$ cat src/rtl/tiny_slot_scheduler.sv
// Time-multiplexes one 8-bit pad slot between NUM_PROJ user designs.
// A switch drains the pads, then holds the new owner in reset before handing it the pads.
module tiny_slot_scheduler #(
   parameter int NUM_PROJ      = 4,
   parameter int GUARD_CYCLES  = 4,
   parameter int SETTLE_CYCLES = 8,
   localparam int IDW = (NUM_PROJ > 1) ? $clog2(NUM_PROJ) : 1
) (
   input  logic                  wb_clk_i,
   input  logic                  wb_rst_i,
   input  logic                  sel_req,
   input  logic [IDW-1:0]        sel_id,
   output logic                  sel_ack,
   output logic                  sel_err,
   input  logic [7:0]            pad_in,
   output logic [8*NUM_PROJ-1:0] proj_in,
   input  logic [8*NUM_PROJ-1:0] proj_out,
   output logic [NUM_PROJ-1:0]   proj_rst,
   output logic [7:0]            pad_out,
   output logic [7:0]            pad_oeb,
   output logic [IDW-1:0]        active_id,
   output logic                  busy
);

   typedef enum logic [1:0] {
      ST_ACTIVE = 2'd0,
      ST_DRAIN  = 2'd1,
      ST_SETTLE = 2'd2
   } state_t;

   localparam logic [7:0]   GUARD_LD  = 8'(GUARD_CYCLES);
   localparam logic [7:0]   SETTLE_LD = 8'(SETTLE_CYCLES);
   localparam logic [IDW:0] NP        = NUM_PROJ[IDW:0];

   state_t                state_q, state_d;
   logic [IDW-1:0]        active_q, active_d;
   logic [IDW-1:0]        pending_q, pending_d;
   logic [7:0]            cnt_q, cnt_d;
   logic                  ack_q, ack_d;
   logic                  err_q, err_d;
   logic                  busy_q, busy_d;
   logic                  drive_q, drive_d;
   logic [7:0]            oeb_q, oeb_d;
   logic [NUM_PROJ-1:0]   rst_q, rst_d;
   logic [NUM_PROJ-1:0]   in_en_q, in_en_d;
   logic                  sel_valid;
   logic [7:0]            out_mux;

   assign sel_valid = ({1'b0, sel_id} < NP);

   always_comb begin
      state_d   = state_q;
      active_d  = active_q;
      pending_d = pending_q;
      cnt_d     = cnt_q;
      ack_d     = 1'b0;
      err_d     = 1'b0;
      case (state_q)
         ST_ACTIVE: begin
            if (sel_req) begin
               ack_d = 1'b1;
               if (!sel_valid) begin
                  err_d = 1'b1;
               end else if (sel_id != active_q) begin
                  pending_d = sel_id;
                  state_d   = ST_DRAIN;
                  cnt_d     = GUARD_LD;
               end
            end
         end
         ST_DRAIN: begin
            // Ownership moves on the same edge that starts the reset hold.
            if (cnt_q <= 8'd1) begin
               state_d  = ST_SETTLE;
               active_d = pending_q;
               cnt_d    = SETTLE_LD;
            end else begin
               cnt_d = cnt_q - 8'd1;
            end
         end
         ST_SETTLE: begin
            if (cnt_q <= 8'd1) begin
               state_d = ST_ACTIVE;
               cnt_d   = 8'd0;
            end else begin
               cnt_d = cnt_q - 8'd1;
            end
         end
         default: begin
            state_d = ST_SETTLE;
            cnt_d   = SETTLE_LD;
         end
      endcase
   end

   // Output controls are computed from the next state so they are flops, not decodes.
   always_comb begin
      busy_d  = (state_d != ST_ACTIVE);
      drive_d = (state_d == ST_ACTIVE);
      oeb_d   = drive_d ? 8'h00 : 8'hFF;
   end

   generate
      for (genvar gi = 0; gi < NUM_PROJ; gi++) begin : g_proj
         assign rst_d[gi]   = (active_d != IDW'(gi)) || (state_d == ST_SETTLE);
         assign in_en_d[gi] = (active_d == IDW'(gi)) && (state_d != ST_DRAIN);
         assign proj_in[gi*8 +: 8] = in_en_q[gi] ? pad_in : 8'h00;
      end
   endgenerate

   always_comb begin
      out_mux = 8'h00;
      for (int k = 0; k < NUM_PROJ; k++) begin
         if (active_q == IDW'(k)) begin
            out_mux = proj_out[k*8 +: 8];
         end
      end
   end

   always_ff @(posedge wb_clk_i) begin
      if (wb_rst_i) begin
         state_q   <= ST_SETTLE;
         active_q  <= '0;
         pending_q <= '0;
         cnt_q     <= SETTLE_LD;
         ack_q     <= 1'b0;
         err_q     <= 1'b0;
         busy_q    <= 1'b1;
         drive_q   <= 1'b0;
         oeb_q     <= 8'hFF;
         rst_q     <= '1;
         in_en_q   <= NUM_PROJ'(1);
      end else begin
         state_q   <= state_d;
         active_q  <= active_d;
         pending_q <= pending_d;
         cnt_q     <= cnt_d;
         ack_q     <= ack_d;
         err_q     <= err_d;
         busy_q    <= busy_d;
         drive_q   <= drive_d;
         oeb_q     <= oeb_d;
         rst_q     <= rst_d;
         in_en_q   <= in_en_d;
      end
   end

   assign sel_ack   = ack_q;
   assign sel_err   = err_q;
   assign busy      = busy_q;
   assign active_id = active_q;
   assign pad_oeb   = oeb_q;
   assign proj_rst  = rst_q;
   assign pad_out   = drive_q ? out_mux : 8'h00;

endmodule

$ cat config.mk
export PLATFORM = sky130hd
export DESIGN_NAME = tiny_slot_scheduler
export DESIGN_NICKNAME = d
export VERILOG_FILES = /design/src/rtl/tiny_slot_scheduler.sv
export SDC_FILE = /design/constraint.sdc
export NUM_CORES = 1
export LEC_CHECK = 0
export CORE_ASPECT_RATIO = 1.2
export CORE_UTILIZATION = 33
export CTS_CLUSTER_SIZE = 30
export DETAILED_ROUTE_END_ITERATION = 16
export GPL_ROUTABILITY_DRIVEN = 0
export GPL_TIMING_DRIVEN = 1
export PLACE_DENSITY_LB_ADDON = 0.15
export SLEW_MARGIN = 20
export SYNTH_ARGS = -nofsm -noshare
export SYNTH_HDL_FRONTEND = slang
export SYNTH_SLANG_ARGS = --single-unit
$ cat constraint.sdc
create_clock -name wb_clk_i -period 1.86 [get_ports wb_clk_i]
set_input_delay 0.372 -clock wb_clk_i [delete_from_list [all_inputs] [get_ports wb_clk_i]]
set_output_delay 0.372 -clock wb_clk_i [all_outputs]
set_load 0.05 [all_outputs]
After elaboration in Yosys (flattened, before gate mapping) --
Index checks and enable logic that the tools add are counted.
Word-level totals: logic and storage cells 69, register bits 33, output and inout port bits 57
Operators by class: bitwise logic cells 1, add/sub/neg operators 1, reductions and logical operators 17, equality and inequality tests 16, order comparisons 1, mux-type cells 23
Operator list (count):
- 8-bit 2-to-1 mux | 14
- 8-bit one-hot mux with 3 select lines | 1
- 2-bit == test (second input constant) | 6
- 2-bit 2-to-1 mux | 6
- 8-bit by 1-bit <= comparator with 1-bit output (second input constant) | 1
- 2-bit zero test | 4
- 2-bit inequality test (second input constant) | 4
- 8-bit by 1-bit subtractor with 8-bit output (second input constant) | 1
- 2-bit by 1-bit == test with 1-bit output (second input constant) | 3
- 2-bit one-hot mux with 3 select lines | 1
- 1-bit logical AND | 4
- 1-bit logical OR | 4
- 2-bit by 1-bit inequality test with 1-bit output (second input constant) | 2
- 2-bit nonzero test | 2
- 3-bit AND reduction | 1
- 2-bit inequality test | 1
- 2-bit AND reduction | 1
- 2-bit OR reduction | 1
- 1-bit 2-to-1 mux | 1
- 1-bit NOT | 1

Depth between registers and ports, before layout --
depth after elaboration 6, mapped depth 7, mapped depth without buffers 6

Worst setup path after synthesis --
Ideal clock, no wire load.
kind reg-to-output, start register active_q[0], in the netlist active_id[0], end output pad_out[3], arrival time 1.966 ns, buffers on the path 2, slack -0.478 ns, stages on the path, launching flop included 5, cells stage by stage dfxtp_1 -> buf_2 -> buf_2 -> mux4_2 -> and2_1
On the way: word-level cells in the longest chain between the ends 6
Ends and longest elaborated chain:
- start, declared | line 36 | logic [IDW-1:0] active_q, active_d;
- start signal, assigned | line 135 | active_q <= active_d;
- 2-bit zero test | line 114 | if (active_q == IDW'(k)) begin
- 8-bit 2-to-1 mux (3 in a row) | line 114
- 8-bit 2-to-1 mux * | line 114
- 8-bit 2-to-1 mux * | line 154 | assign pad_out = drive_q ? out_mux : 8'h00;
- end, declared | line 19 | output logic [7:0] pad_out,
Every way passes the cells marked *; elsewhere a longest branch is shown, timed or not.

Worst setup path after layout --
start register active_q[0], in the netlist active_id[0], end output pad_out[2]
The elaborated chain is that of the path after synthesis.

==> metrics list <==
- The run finished, with violations left.
* Failing checks: negative setup slack
- Gate power share: 62.2%
- From left edge to right edge, the die measures 66.09 um.
- The die covers 0.005215 mm2.
- Registers are responsible for 26.9% of the overall power.
- Input/output buffers: 100
- Number of nets with antenna violations after routing: 0
- First-pass DRT Iterations: 4
- The Yosys step of the flow raised 0 warnings.
- For this run, the post-layout net count is 334.
- Largest fanout on the critical path: 5
- Setup violations remaining at the end of the flow were counted as 8.
- The internal portion of the total power is 1562 uW.
- Half-perimeter wire length after placement: 4384 um
* CP cell instances: buf_6 -> mux4_2 -> and2_4 -> buf_6
* Register area share after synthesis: 30.77%
- TritonCTS clock tree: done
* Top-level port count: 102
- Post-synthesis sequential element count: 25
* Wire length of the first global-routing pass: 8687 um
* Switching Fraction: 46.40%
- Using the TritonRoute via totals, the vias-per-cell ratio works out to 4.907.
- In this run the static leakage power is 0.001267 uW.
- In this run the number of H-tree levels came out at 1.
- In this run, CTS created clock tree buffers numbering 3.
- The worst-case IR drop observed on VDD is 0.0008718 V.
* Unique cell type count in the Yosys netlist: 44
- The final layout contains routed wiring with a total length of 5549 um.
* Number of global-route vias before repair: 1,633
- Upper clock frequency limit: 511.0 MHz
- Most common cell after layout, fill and taps aside: sky130_fd_sc_hd__clkdlybuf4s50_1
- Count of clock tree sinks: 25
* Post-Synthesis Net Count: 228
- The initial antenna violation count was 0.
- The largest single stage delay on the critical path is 0.50 ns.
* Slew Limit Fails: 0
- The most numerous cell type found on the critical path is sky130_fd_sc_hd__buf_6.
- Core ar.: 0.004662 mm2
- Clock root buffer: sky130_fd_sc_hd__clkbuf_8
* Number of rows created at floorplan: 27
* Total routing usage reported by global routing: 21.80%
* Slew Limit Headroom: 65.08%
- For this design, the CTS-stage hold fixing added 0 buffers.
* Crit path time final: 1.957 ns
- The routed layout has 1,688 vias.
- Required time worst endpoint: 1.49 ns
- Initial drt markers: 61
* Residual DRC count: 0
- WP buf/inv: 2
- In this run the deepest clock path goes through 2 buffers.
- The repair_antennas step left the layout with diodes totalling 0.
- At the end of the flow the core is filled with cells to 67.58%.
- Power density of the placed cells: 924.7 mW/mm2
- Average wire per standard cell: 16.13 um
- Entering global routing, the biggest net connects 18 pins.
- Clk Latency, worst-skew pair: 0.26 ns
- The path class of the tightest hold or removal check is reg -> reg.
- The cell count after synthesis came out at 181.
- Switching power: 1352 uW
- The worst setup path is captured at an output pin.
* Final worst setup slack: -0.09689 ns
* Library cell contributing the largest single delay on the critical path: sky130_fd_sc_hd__mux4_2
- Initial Utilization: 34.89%
* Leading cell types in the layout, fill and taps excluded: sky130_fd_sc_hd__clkdlybuf4s50_1, sky130_fd_sc_hd__buf_12, sky130_fd_sc_hd__and2_1
- After layout, the worst path uses 105.2% of the clock period.
- Final instance count without filler cells: 344
* Leftover overflow at the end of global routing: 0
* Number of max-capacitance violations reported: 0
* Kind of start point of the critical path: flip-flop
- Of the cells placed in the final design, the portion with a size suffix greater than 1 is 35.66%.
- Between clock sinks in the finished design, the worst skew comes to 0.001575 ns.
* Worst Max-Slew Pin Slew: 0.5221 ns
- The area growth from synthesis to layout is 93.69%.
* Register clock-pin slew on the reported worst setup and hold paths: 0.08 ns
- In this run, the clock network consumes 10.9% of the power.
* Count of final hold-check violations: 0
* Family with the most delay on the worst path: multiplexers
- Avg Inst Size Synth: 8.987 um2
* Mapped cell area: 0.001627 mm2
- The die is 78.91 um tall.
- Number of cells after detailed placement: 335
- The critical path in this run is classified as reg -> out.
- Data arrival time of the critical path: 1.58 ns
- Setup repair after global routing missed its margin: yes
power groups by stage:
stage / clock network, uW / registers (uW) / logic (uW)
global placement: 0 / 786 / 1720
floorplan: 0 / 835 / 1160
finish: 318 / 784 / 1810
CTS: 322 / 780 / 1780
detailed placement: 0 / 789 / 1730
global route: 350 / 808 / 1940
final cells by class:
class | instances | area [um2]
timing repair buffer | 119 | 1470
tap | 58 | 72.57
sequential | 25 | 506.7
clock inverter | 1 | 5.005
fill | 357 | 1511
multi-input combinational | 129 | 1021
inverter | 9 | 33.78
clock buffer | 3 | 41.29
path summary, 6_finish.rpt:
check	endpoint	cells after the start	slack (ns)	startpoint
worst max-delay path	pad_out[2]	4	-0.1	active_id[0]$_SDFF_PP0_
worst min register to register	cnt_q[0]$_SDFFE_PP0P_	2	0.48	cnt_q[0]$_SDFFE_PP0P_
worst min-delay path	cnt_q[0]$_SDFFE_PP0P_	2	0.48	cnt_q[0]$_SDFFE_PP0P_
worst max register to register	in_en_q[2]$_SDFF_PP0_	7	0.03	cnt_q[0]$_SDFFE_PP0P_
flip-flops by register name (all words and copies together), names as in the netlist:
register and cells:
pending_q 2, proj_rst 4, drive_q 1, pad_oeb 1, cnt_q 8, sel_ack 1
in_en_q 4, state_q 2, active_id 2
layer usage:
metal | vias up | global-route usage (%) | part of all wire [%]
met2 | 71 | 40.71 | 51
met4 | 0 | 3.191 | 0.65
met5 | - | 0 | 0
met3 | 6 | 6.897 | 10
met1 | 779 | 24.02 | 38
li1 | 832 | - | -
metrics by stage:
| stage | hold slack, ns | area [um2] | worst slack, ns | total power, uW | setup TNS, ns |
|---|---|---|---|---|---|
| 2_1_floorplan | 0.4829 | 1652 | 0.01786 | 1998 | 0 |
| 3_3_place_gp | 0.4727 | 2988 | -0.09746 | 2507 | -0.7470 |
| 3_5_place_dp | 0.4793 | 2988 | -0.1205 | 2522 | -0.8358 |
| 4_1_cts | 0.4918 | 3123 | -0.08131 | 2886 | -0.5636 |
| 5_1_grt | 0.5042 | 3151 | -0.1425 | 3096 | -1.031 |
| 6_report | 0.4775 | 3151 | -0.09689 | 2913 | -0.5518 |
logic make-up (layout without fill, tap and decap cells):
logic type	Yosys count	after routing	synth area share (%)
fa+ha+maj	2	2	1.538
compound gates	25	25	11.54
simple gates	85	85	30.92
other cells	1	1	0.2305
buf+inv	27	132	9.307
mux	12	12	13.54
xor+xnor	4	4	2.154
flops	25	25	30.77
worst reg2reg max path: stages (launching register included):
cell                      delay (ns)
sky130_fd_sc_hd__dfxtp_2        0.33
sky130_fd_sc_hd__buf_4          0.13
sky130_fd_sc_hd__ha_1           0.17
sky130_fd_sc_hd__or2_1          0.23
sky130_fd_sc_hd__buf_4          0.17
sky130_fd_sc_hd__nand4_1        0.16
sky130_fd_sc_hd__mux2i_2        0.35
sky130_fd_sc_hd__nor3b_2        0.21
cells in the mapped netlist (all sizes together):
cell type	instances	area, um2
inv	9	33.78
nor2	14	52.55
nand4	1	6.260
o211ai	1	7.510
a41o	1	11.26
nor3	7	57.55
buf	15	106.4
conb	1	3.750
or3	1	6.260
o32ai	1	8.760
o31ai	1	7.510
ha	2	25.02
clkbuf	3	11.26
dfxtp	25	500.5
a211o	1	8.760
xnor2	1	8.760
a211oi	3	22.52
nor3b	2	15.01
nand2	6	22.52
xor2	3	26.28
nand3	6	30.03
o211a	1	10.01
or2	1	6.260
a31oi	3	25.02
and3	1	11.26
a221oi	1	8.760
nor2b	1	6.260
a32oi	1	8.760
o21ai	2	10.01
or4	1	7.510
a21oi	5	25.02
nand3b	2	15.01
mux2i	4	40.04
or4b	1	10.01
and2	40	250.2
a21o	1	7.510
a311oi	2	17.52
nor4	1	6.260
mux4	8	180.2
a41oi	1	8.760
timing repair:
item,4_1_cts,5_1_grt
setup buffers,5,0
resized for setup,20,6
endpoints found under the setup margin,8,15
Note: power is estimated with default switching activity, not from simulation.
